===== src/rtl/sync_fifo_param.sv =====
// Single-clock parametrised FIFO with occupancy count, programmable almost-full/empty
// thresholds and a selectable first-word-fall-through read port.
module sync_fifo_param #(
  parameter int DATA_WIDTH = 8,
  parameter int DEPTH      = 16,
  parameter int AF_LEVEL   = 14,
  parameter int AE_LEVEL   = 2,
  parameter int FWFT       = 0
) (
  input  logic                    clk,
  input  logic                    rst,
  input  logic                    wr_en,
  input  logic [DATA_WIDTH-1:0]   wdata,
  input  logic                    rd_en,
  output logic [DATA_WIDTH-1:0]   rdata,
  output logic                    rd_valid,
  output logic                    full,
  output logic                    empty,
  output logic                    almost_full,
  output logic                    almost_empty,
  output logic [$clog2(DEPTH):0]  count,
  output logic                    overflow,
  output logic                    underflow
);

  localparam int AW = $clog2(DEPTH);
  localparam int PW = AW + 1;

  localparam logic [PW-1:0] DEPTH_C = PW'(DEPTH);
  localparam logic [PW-1:0] AF_C    = PW'(AF_LEVEL);
  localparam logic [PW-1:0] AE_C    = PW'(AE_LEVEL);

  logic [DATA_WIDTH-1:0] mem_q [DEPTH];

  logic [PW-1:0] wr_ptr_q, wr_ptr_d;
  logic [PW-1:0] rd_ptr_q, rd_ptr_d;
  logic          overflow_q, underflow_q;
  logic [AW-1:0] wr_idx, rd_idx;
  logic          wr_acc, rd_acc;

  assign wr_idx = wr_ptr_q[AW-1:0];
  assign rd_idx = rd_ptr_q[AW-1:0];

  // Occupancy is the wrap-aware pointer difference; both pointers are registered,
  // so count and every flag settle in the cycle after the accepting edge.
  assign count        = wr_ptr_q - rd_ptr_q;
  assign full         = (count == DEPTH_C);
  assign empty        = (count == '0);
  assign almost_full  = (count >= AF_C);
  assign almost_empty = (count <= AE_C);

  // A full FIFO still takes a write when a read frees a slot on the same edge.
  assign rd_acc = rd_en & ~empty;
  assign wr_acc = wr_en & (~full | rd_acc);

  always_comb begin
    wr_ptr_d = wr_ptr_q;
    rd_ptr_d = rd_ptr_q;
    if (wr_acc) wr_ptr_d = wr_ptr_q + PW'(1);
    if (rd_acc) rd_ptr_d = rd_ptr_q + PW'(1);
  end

  always_ff @(posedge clk or posedge rst) begin
    if (rst) begin
      wr_ptr_q    <= '0;
      rd_ptr_q    <= '0;
      overflow_q  <= 1'b0;
      underflow_q <= 1'b0;
    end else begin
      wr_ptr_q    <= wr_ptr_d;
      rd_ptr_q    <= rd_ptr_d;
      overflow_q  <= wr_en & ~wr_acc;
      underflow_q <= rd_en & ~rd_acc;
    end
  end

  assign overflow  = overflow_q;
  assign underflow = underflow_q;

  // Storage is never reset so it can map onto block RAM.
  always_ff @(posedge clk) begin
    if (wr_acc) mem_q[wr_idx] <= wdata;
  end

  generate
    if (FWFT != 0) begin : g_fwft
      // Head word is presented combinationally; zero while nothing is stored.
      assign rdata    = empty ? '0 : mem_q[rd_idx];
      assign rd_valid = ~empty;
    end else begin : g_std
      logic [DATA_WIDTH-1:0] rdata_q;
      logic                  rd_valid_q;

      always_ff @(posedge clk or posedge rst) begin
        if (rst) begin
          rdata_q    <= '0;
          rd_valid_q <= 1'b0;
        end else begin
          rd_valid_q <= rd_acc;
          if (rd_acc) rdata_q <= mem_q[rd_idx];
        end
      end

      assign rdata    = rdata_q;
      assign rd_valid = rd_valid_q;
    end
  endgenerate

endmodule


===== config.mk =====
export PLATFORM = sky130hd
export DESIGN_NAME = sync_fifo_param
export DESIGN_NICKNAME = d
export VERILOG_FILES = /design/src/rtl/sync_fifo_param.sv
export SDC_FILE = /design/constraint.sdc
export NUM_CORES = 1
export LEC_CHECK = 0
export CORE_UTILIZATION = 55
export DETAILED_ROUTE_END_ITERATION = 12
export PLACE_DENSITY = 0.74
export RECOVER_POWER = 25
export SYNTH_ARGS = -nofsm -noshare
export SYNTH_HDL_FRONTEND = slang
export SYNTH_SLANG_ARGS = --single-unit

===== constraint.sdc =====
create_clock -name clk -period 4.4 [get_ports clk]
set_input_delay 0.44 -clock clk [delete_from_list [all_inputs] [get_ports clk]]
set_output_delay 0.44 -clock clk [all_outputs]
set_load 0.01 [all_outputs]

==> impl_results.md, run 1 <==
- Clk sink count: 149
- Most frequent cell after synthesis: edfxtp_1
- Initial DRC Count: 286
- Hold_buf cts: 0
- Global-route wire length before repair: 18.2 mm
- Synth Area in XOR/XNOR: 0.0187
- Skew final: 0.0134 ns
- Max clock buf depth: 2
- N_diodes: 0
- Wire per inst: 22.7 um
- Hold Path Class: input pin to async pin
- Rows: 37
- Via Count: 3134
- Simple-gate area share of the yosys netlist: 0.0408
- IO Pins: 32
- DR vias/cell: 6.03
- Crit-path cells: inv_1, ha_1, fa_1, nand2b_1, a21oi_1, xor2_2, inv_2, a2111oi_0, clkdlybuf4s50_1
- Post-synthesis mux area share: 0.140
- Top-area cell type share of the netlist area: 0.640
- Initial antenna violation count: 0
- Measured slew at the worst slew-check pin: 1.03 ns
- Setup TNS: 0 ns
- Post-synth top area cell: edfxtp_1
- Die ar.: 0.0113 mm2
- ANT nets after route: 0
- Final Critical Period: 4.00 ns
- Final Cycle Share: 0.910
- Setup repair after global routing missed its margin: false
- Yosys cell types: 38
- Outcome: finished, final reports clean
- Finished Core Util: 0.687
- Post-DP HPWL: 7.35 mm
- CTS tree: done
- Compound-Gate Fraction of Synth Area: 0.0319
- Critical Path AT: 3.56 ns
- Final Max Slew Viols: 0
- Final hold violation count: 0
- Setup Viol. Count Final: 0
- Total GRT Usage: 0.232
- Register area share after synthesis: 0.727
- Chip height: 107 um
- Critical Path Max Stage Delay: 0.61 ns
- Layout cells sized above 1: 0.245
- Synth Net Count: 342
- Pwr dens: 749 mW/mm2
- Critical path required time: 3.96 ns
- Core ar.: 0.0105 mm2
- Die width: 107 um
- Vias in the first global route: 3131
- Worst-skew pair later-pin latency: 0.53 ns
- Starting density of the core: 0.574
- Largest net degree at the start of global routing: 36
- Post-Route WL: 11.8 mm
- Number of synthesized register bits: 149
- Top cells by area, synth: edfxtp_1 64%, mux4_2 12%, dfrtp_1 8.7%
- Leakage power: 2.47 nW
- CP Capture Type: primary output
- Post-Syn Area: 0.00601 mm2
- Clock-pin slew on the worst setup and hold paths: 0.07 ns
- Post-CTS Setup Bufs: 0
- Syn Inst Count: 320
- Element type at the critical path start: register
- FILL cells: 666
- Ys Warns: 0
- Adder-cell share of the synthesized area: 0.0221
- Peak supply drop: 0.659 mV
- Synth cell count leaders: 128 x edfxtp_1, 32 x mux4_2, 21 x dfrtp_1
- Max_cap viols: 0
- Clk root buf: clkbuf_8
- Post-synth EDFFs: 128
- Cts bufs inserted: 17
- Slew margin rel.: 0.305
- Worst Setup Path Type: register to primary output
- Largest family of logic cells by synthesized area: multiplexers
- Congestion Overflow GR: 0
- CP max-delay cell: clkdlybuf4s50_1
- Async SR Flop Fraction: 0.141
- DR pass1 iterations: 4
- Dominant synthesized flop cell: edfxtp_1
- Avg Inst Size Synth: 18.8 um2
- Area Overhead vs Synth: 19.6%
- Post-CTS Resized: 0
- Final Net Count: 393
- Gpl congestion: 0.913
- Residual DRC: 0
- H-tree Lvls: 4
- CP Max Fanout: 8
- Max Freq: 0.250 GHz
- IO Port Bufs: 31
area by class of cell:
cell class / instances / area (um2) / area share
clock inverters: 15 / 215 / 0.0299
well taps: 136 / 170 / 0.0237
repair buffers: 46 / 423 / 0.0589
inverters: 13 / 48.8 / 0.00679
flip-flops and latches: 149 / 4370 / 0.608
multi-input cells: 144 / 1540 / 0.215
clock buffers: 17 / 414 / 0.0576
metrics by stage:
step                instances  setup slack (ns)  hold slack, ns  power [W]  area [um2]
floorplan                 320              1.07           0.417    0.00316        6010
global placement          488              1.05           0.478    0.00385        6560
detailed placement        488             0.945           0.489    0.00390        6560
CTS                       520             0.363           0.451    0.00542        7190
global route              520             0.105           0.506    0.00564        7190
finish                    520             0.396           0.442    0.00538        7190
registers in the layout, indices dropped and copies added (netlist names):
signal / cells
mem_q: 128
overflow: 1
rd_ptr_q: 5
rd_valid: 1
rdata: 8
underflow: 1
wr_ptr_q: 5
worst max-delay path, delay by kind of cell, from the launching register on:
kind / cells / cell delay [ns]
xor gates and xnor gates: 1 / 0.35
DFF: 1 / 0.43
AOI/OAI and AO/OA: 2 / 0.61
and+or+nand+nor: 1 / 0.16
adders and majority gates: 2 / 0.62
buffers and inverters: 3 / 0.86
power breakdown:
group	leakage, nW	internal [W]	switching (W)
logic	0.762	0.000939	0.00104
registers	1.40	0.00176	0.000120
clock network	0.304	0.000936	0.000586
kinds of logic (layout without fill, tap and decap cells):
logic type	after synthesis	in the layout
compound gates	28	28
xor+xnor	12	12
fa+ha+maj	10	10
buf+inv	27	91
flops	149	149
mux	43	43
simple gates	51	51
routing by layer:
| metal | up-vias | share of wire | routed length (um) | GRT usage |
|---|---|---|---|---|
| met4 | 0 | 0.035 | 410 | 0.131 |
| met3 | 26 | 0.074 | 872 | 0.0613 |
| met2 | 153 | 0.49 | 5800 | 0.351 |
| met5 | - | 0 | 0 | 0 |
| li1 | 1380 | - | - | - |
| met1 | 1575 | 0.40 | 4720 | 0.310 |
final timing paths:
| kind | startpoint | endpoint | slack [ns] | cells past startpoint |
|---|---|---|---|---|
| max in group asynchronous | rst | rd_ptr_q[0]$_DFFE_PP0P_ | 3.30 | 2 |
| min | rst | rdata[3]$_DFFE_PP0P_ | 0.44 | 2 |
| min reg2reg | rd_ptr_q[4]$_DFFE_PP0P_ | rd_ptr_q[4]$_DFFE_PP0P_ | 0.50 | 1 |
| min in group clk | rd_ptr_q[4]$_DFFE_PP0P_ | rd_ptr_q[4]$_DFFE_PP0P_ | 0.50 | 1 |
| max | wr_ptr_q[0]$_DFFE_PP0P_ | almost_empty | 0.40 | 9 |
| max reg2reg | wr_ptr_q[0]$_DFFE_PP0P_ | mem_q[1][5]$_DFFE_PP_ | 1.04 | 8 |
placed cells by master (no fill, tap or decap), drive strengths merged, types with 2 or more instances in the layout:
cell             n
a21oi            2
and2             2
buf             15
bufinv           4
clkbuf          17
clkdlybuf4s50   26
clkinv           3
clkinvlp         2
dfrtp           21
dlygate4sd3      5
edfxtp         128
ha               9
inv             19
mux2            10
mux4            32
nand2           11
nand2b           3
nor2            16
nor3            11
nor4             4
o21ai            3
o22ai           16
o311ai           2
o31ai            2
xnor2            9
xor2             3
(Power assumes the default switching activity.)
==> run 2, diff against run 1 <==
--- a/config.mk
+++ b/config.mk
@@ -5,6 +5,7 @@
 export SDC_FILE = /design/constraint.sdc
 export NUM_CORES = 1
 export LEC_CHECK = 0
+export CAP_MARGIN = 20
 export CORE_UTILIZATION = 55
 export DETAILED_ROUTE_END_ITERATION = 12
 export PLACE_DENSITY = 0.74
==> impl_results.md, run 2 (synthesis results as in run 1) <==
- Critical Path AT: 3.56 ns
- DR pass1 iterations: 5
- Peak supply drop: 0.654 mV
- CP max-delay cell: clkdlybuf4s50_1
- Starting density of the core: 0.574
- Crit path max-delay family: buffers and inverters
- Leakage power: 2.47 nW
- Skew final: 0.0135 ns
- Post-Place Cell Area: 0.00656 mm2
- CP Max Fanout: 8
- Measured slew at the worst slew-check pin: 0.973 ns
- Max Freq: 0.250 GHz
- H-tree Lvls: 4
- Max reg flops: 128
- Setup TNS: 0 ns
- Largest net degree at the start of global routing: 36
- Hold Path Class: input pin to async pin
- Crit path buffers/inverters: 3
- Clock-pin slew on the worst setup and hold paths: 0.06 ns
- DR vias/cell: 6.02
- Slew margin rel.: 0.351
- Chip height: 107 um
- Initial antenna violation count: 0
- Gpl congestion: 0.913
- Final worst setup slack: 0.398 ns
- Worst Setup Path Type: register to primary output
- Most frequent cells in the layout: 128 x edfxtp_1, 32 x mux4_2, 26 x clkdlybuf4s50_1, 20 x dfrtp_1
- Setup Viol. Count Final: 0
- Clk sink count: 149
- Die ar.: 0.0113 mm2
- Cts bufs inserted: 17
- Post-CTS Resized: 0
- Final hold violation count: 0
- Max clock buf depth: 2
- Rows: 37
- Via Count: 3134
- Outcome: finished, final reports clean
- Final Critical Period: 4.00 ns
- Final Max Slew Viols: 0
- Post-CTS Setup Bufs: 0
- Global-route wire length before repair: 18.2 mm
- Total GRT Usage: 0.232
- Final Net Count: 394
- Area Overhead vs Synth: 19.7%
- Residual DRC: 0
- Initial DRC Count: 271
- Hold_buf cts: 0
- Critical Path Max Stage Delay: 0.61 ns
- Congestion Overflow GR: 0
- Final Cell Area: 0.00719 mm2
- CP Capture Type: primary output
- Element type at the critical path start: register
- Die width: 107 um
- Critical path required time: 3.96 ns
- Setup repair after global routing missed its margin: false
- FILL cells: 664
- IO Port Bufs: 31
- Final Cycle Share: 0.910
- ANT nets after route: 0
- Post-Route WL: 11.8 mm
- Clk root buf: clkbuf_8
- Vias in the first global route: 3131
- Post-DP HPWL: 7.35 mm
- Worst-skew pair later-pin latency: 0.53 ns
- Pwr dens: 749 mW/mm2
- Max_cap viols: 0
- CTS tree: done
- Commonest non-fill, non-tap cell in the layout: edfxtp_1
- IO Pins: 32
- Core ar.: 0.0105 mm2
- Layout cells sized above 1: 0.247
- Top reg by flops: mem_q
- DP Worst Slack: 0.945 ns
- N_diodes: 0
- Wire per inst: 22.7 um
- Crit-path cells: inv_1, ha_1, fa_1, nand2b_1, a21oi_1, xor2_2, inv_2, a2111oi_0, clkdlybuf4s50_1
[run 2: cell types whose count changed in the layout (fill, tap and decap cells not counted)]
cell	previous run	this run
buf_4	15	16
[run 2: final cells by class]
cell class                      instances  area, um2  area share
Sequential cell                       149       4370       0.608
Tap cell                              136        170      0.0237
Inverter                               13       48.8     0.00678
Clock inverter                         15        215      0.0299
Clock buffer                           17        414      0.0576
Timing Repair Buffer                   47        430      0.0598
Multi-Input combinational cell        144       1540       0.215
[run 2: power breakdown]
| part | internal (W) | leakage, nW | switching, W |
|---|---|---|---|
| clock | 0.000936 | 0.304 | 0.000585 |
| sequential | 0.00176 | 1.40 | 0.000119 |
| combinational | 0.000940 | 0.767 | 0.00105 |
| total | 0.00364 | 2.47 | 0.00175 |
[run 2: path summary, 6_finish.rpt]
check / start / end / slack, ns / depth (start not counted)
worst max-delay path: wr_ptr_q[0]$_DFFE_PP0P_ / almost_empty / 0.40 / 9
worst min-delay path: rst / rdata[3]$_DFFE_PP0P_ / 0.44 / 2
worst min register to register: rd_ptr_q[4]$_DFFE_PP0P_ / rd_ptr_q[4]$_DFFE_PP0P_ / 0.50 / 1
worst max register to register: wr_ptr_q[0]$_DFFE_PP0P_ / mem_q[0][0]$_DFFE_PP_ / 1.13 / 8
max in group asynchronous: rst / rd_ptr_q[0]$_DFFE_PP0P_ / 3.30 / 2
min in group clk: rd_ptr_q[4]$_DFFE_PP0P_ / rd_ptr_q[4]$_DFFE_PP0P_ / 0.50 / 1
[run 2: layer usage]
metal  part of all wire  global-route usage  vias to the layer above
li1                   -                   -                     1383
met1               0.40               0.310                     1589
met2               0.49               0.351                      136
met3              0.067              0.0613                       26
met4              0.035               0.131                        0
met5                  0                   0                        -
[run 2: stage by stage]
stage | std cells | util | hold slack (ns) | total power (W)
2_1_floorplan | 320 | - | 0.417 | 0.00316
3_3_place_gp | 488 | 0.627 | 0.478 | 0.00385
3_5_place_dp | 488 | 0.627 | 0.489 | 0.00390
4_1_cts | 520 | 0.687 | 0.451 | 0.00542
5_1_grt | 521 | 0.688 | 0.506 | 0.00564
6_report | 521 | 0.688 | 0.444 | 0.00539
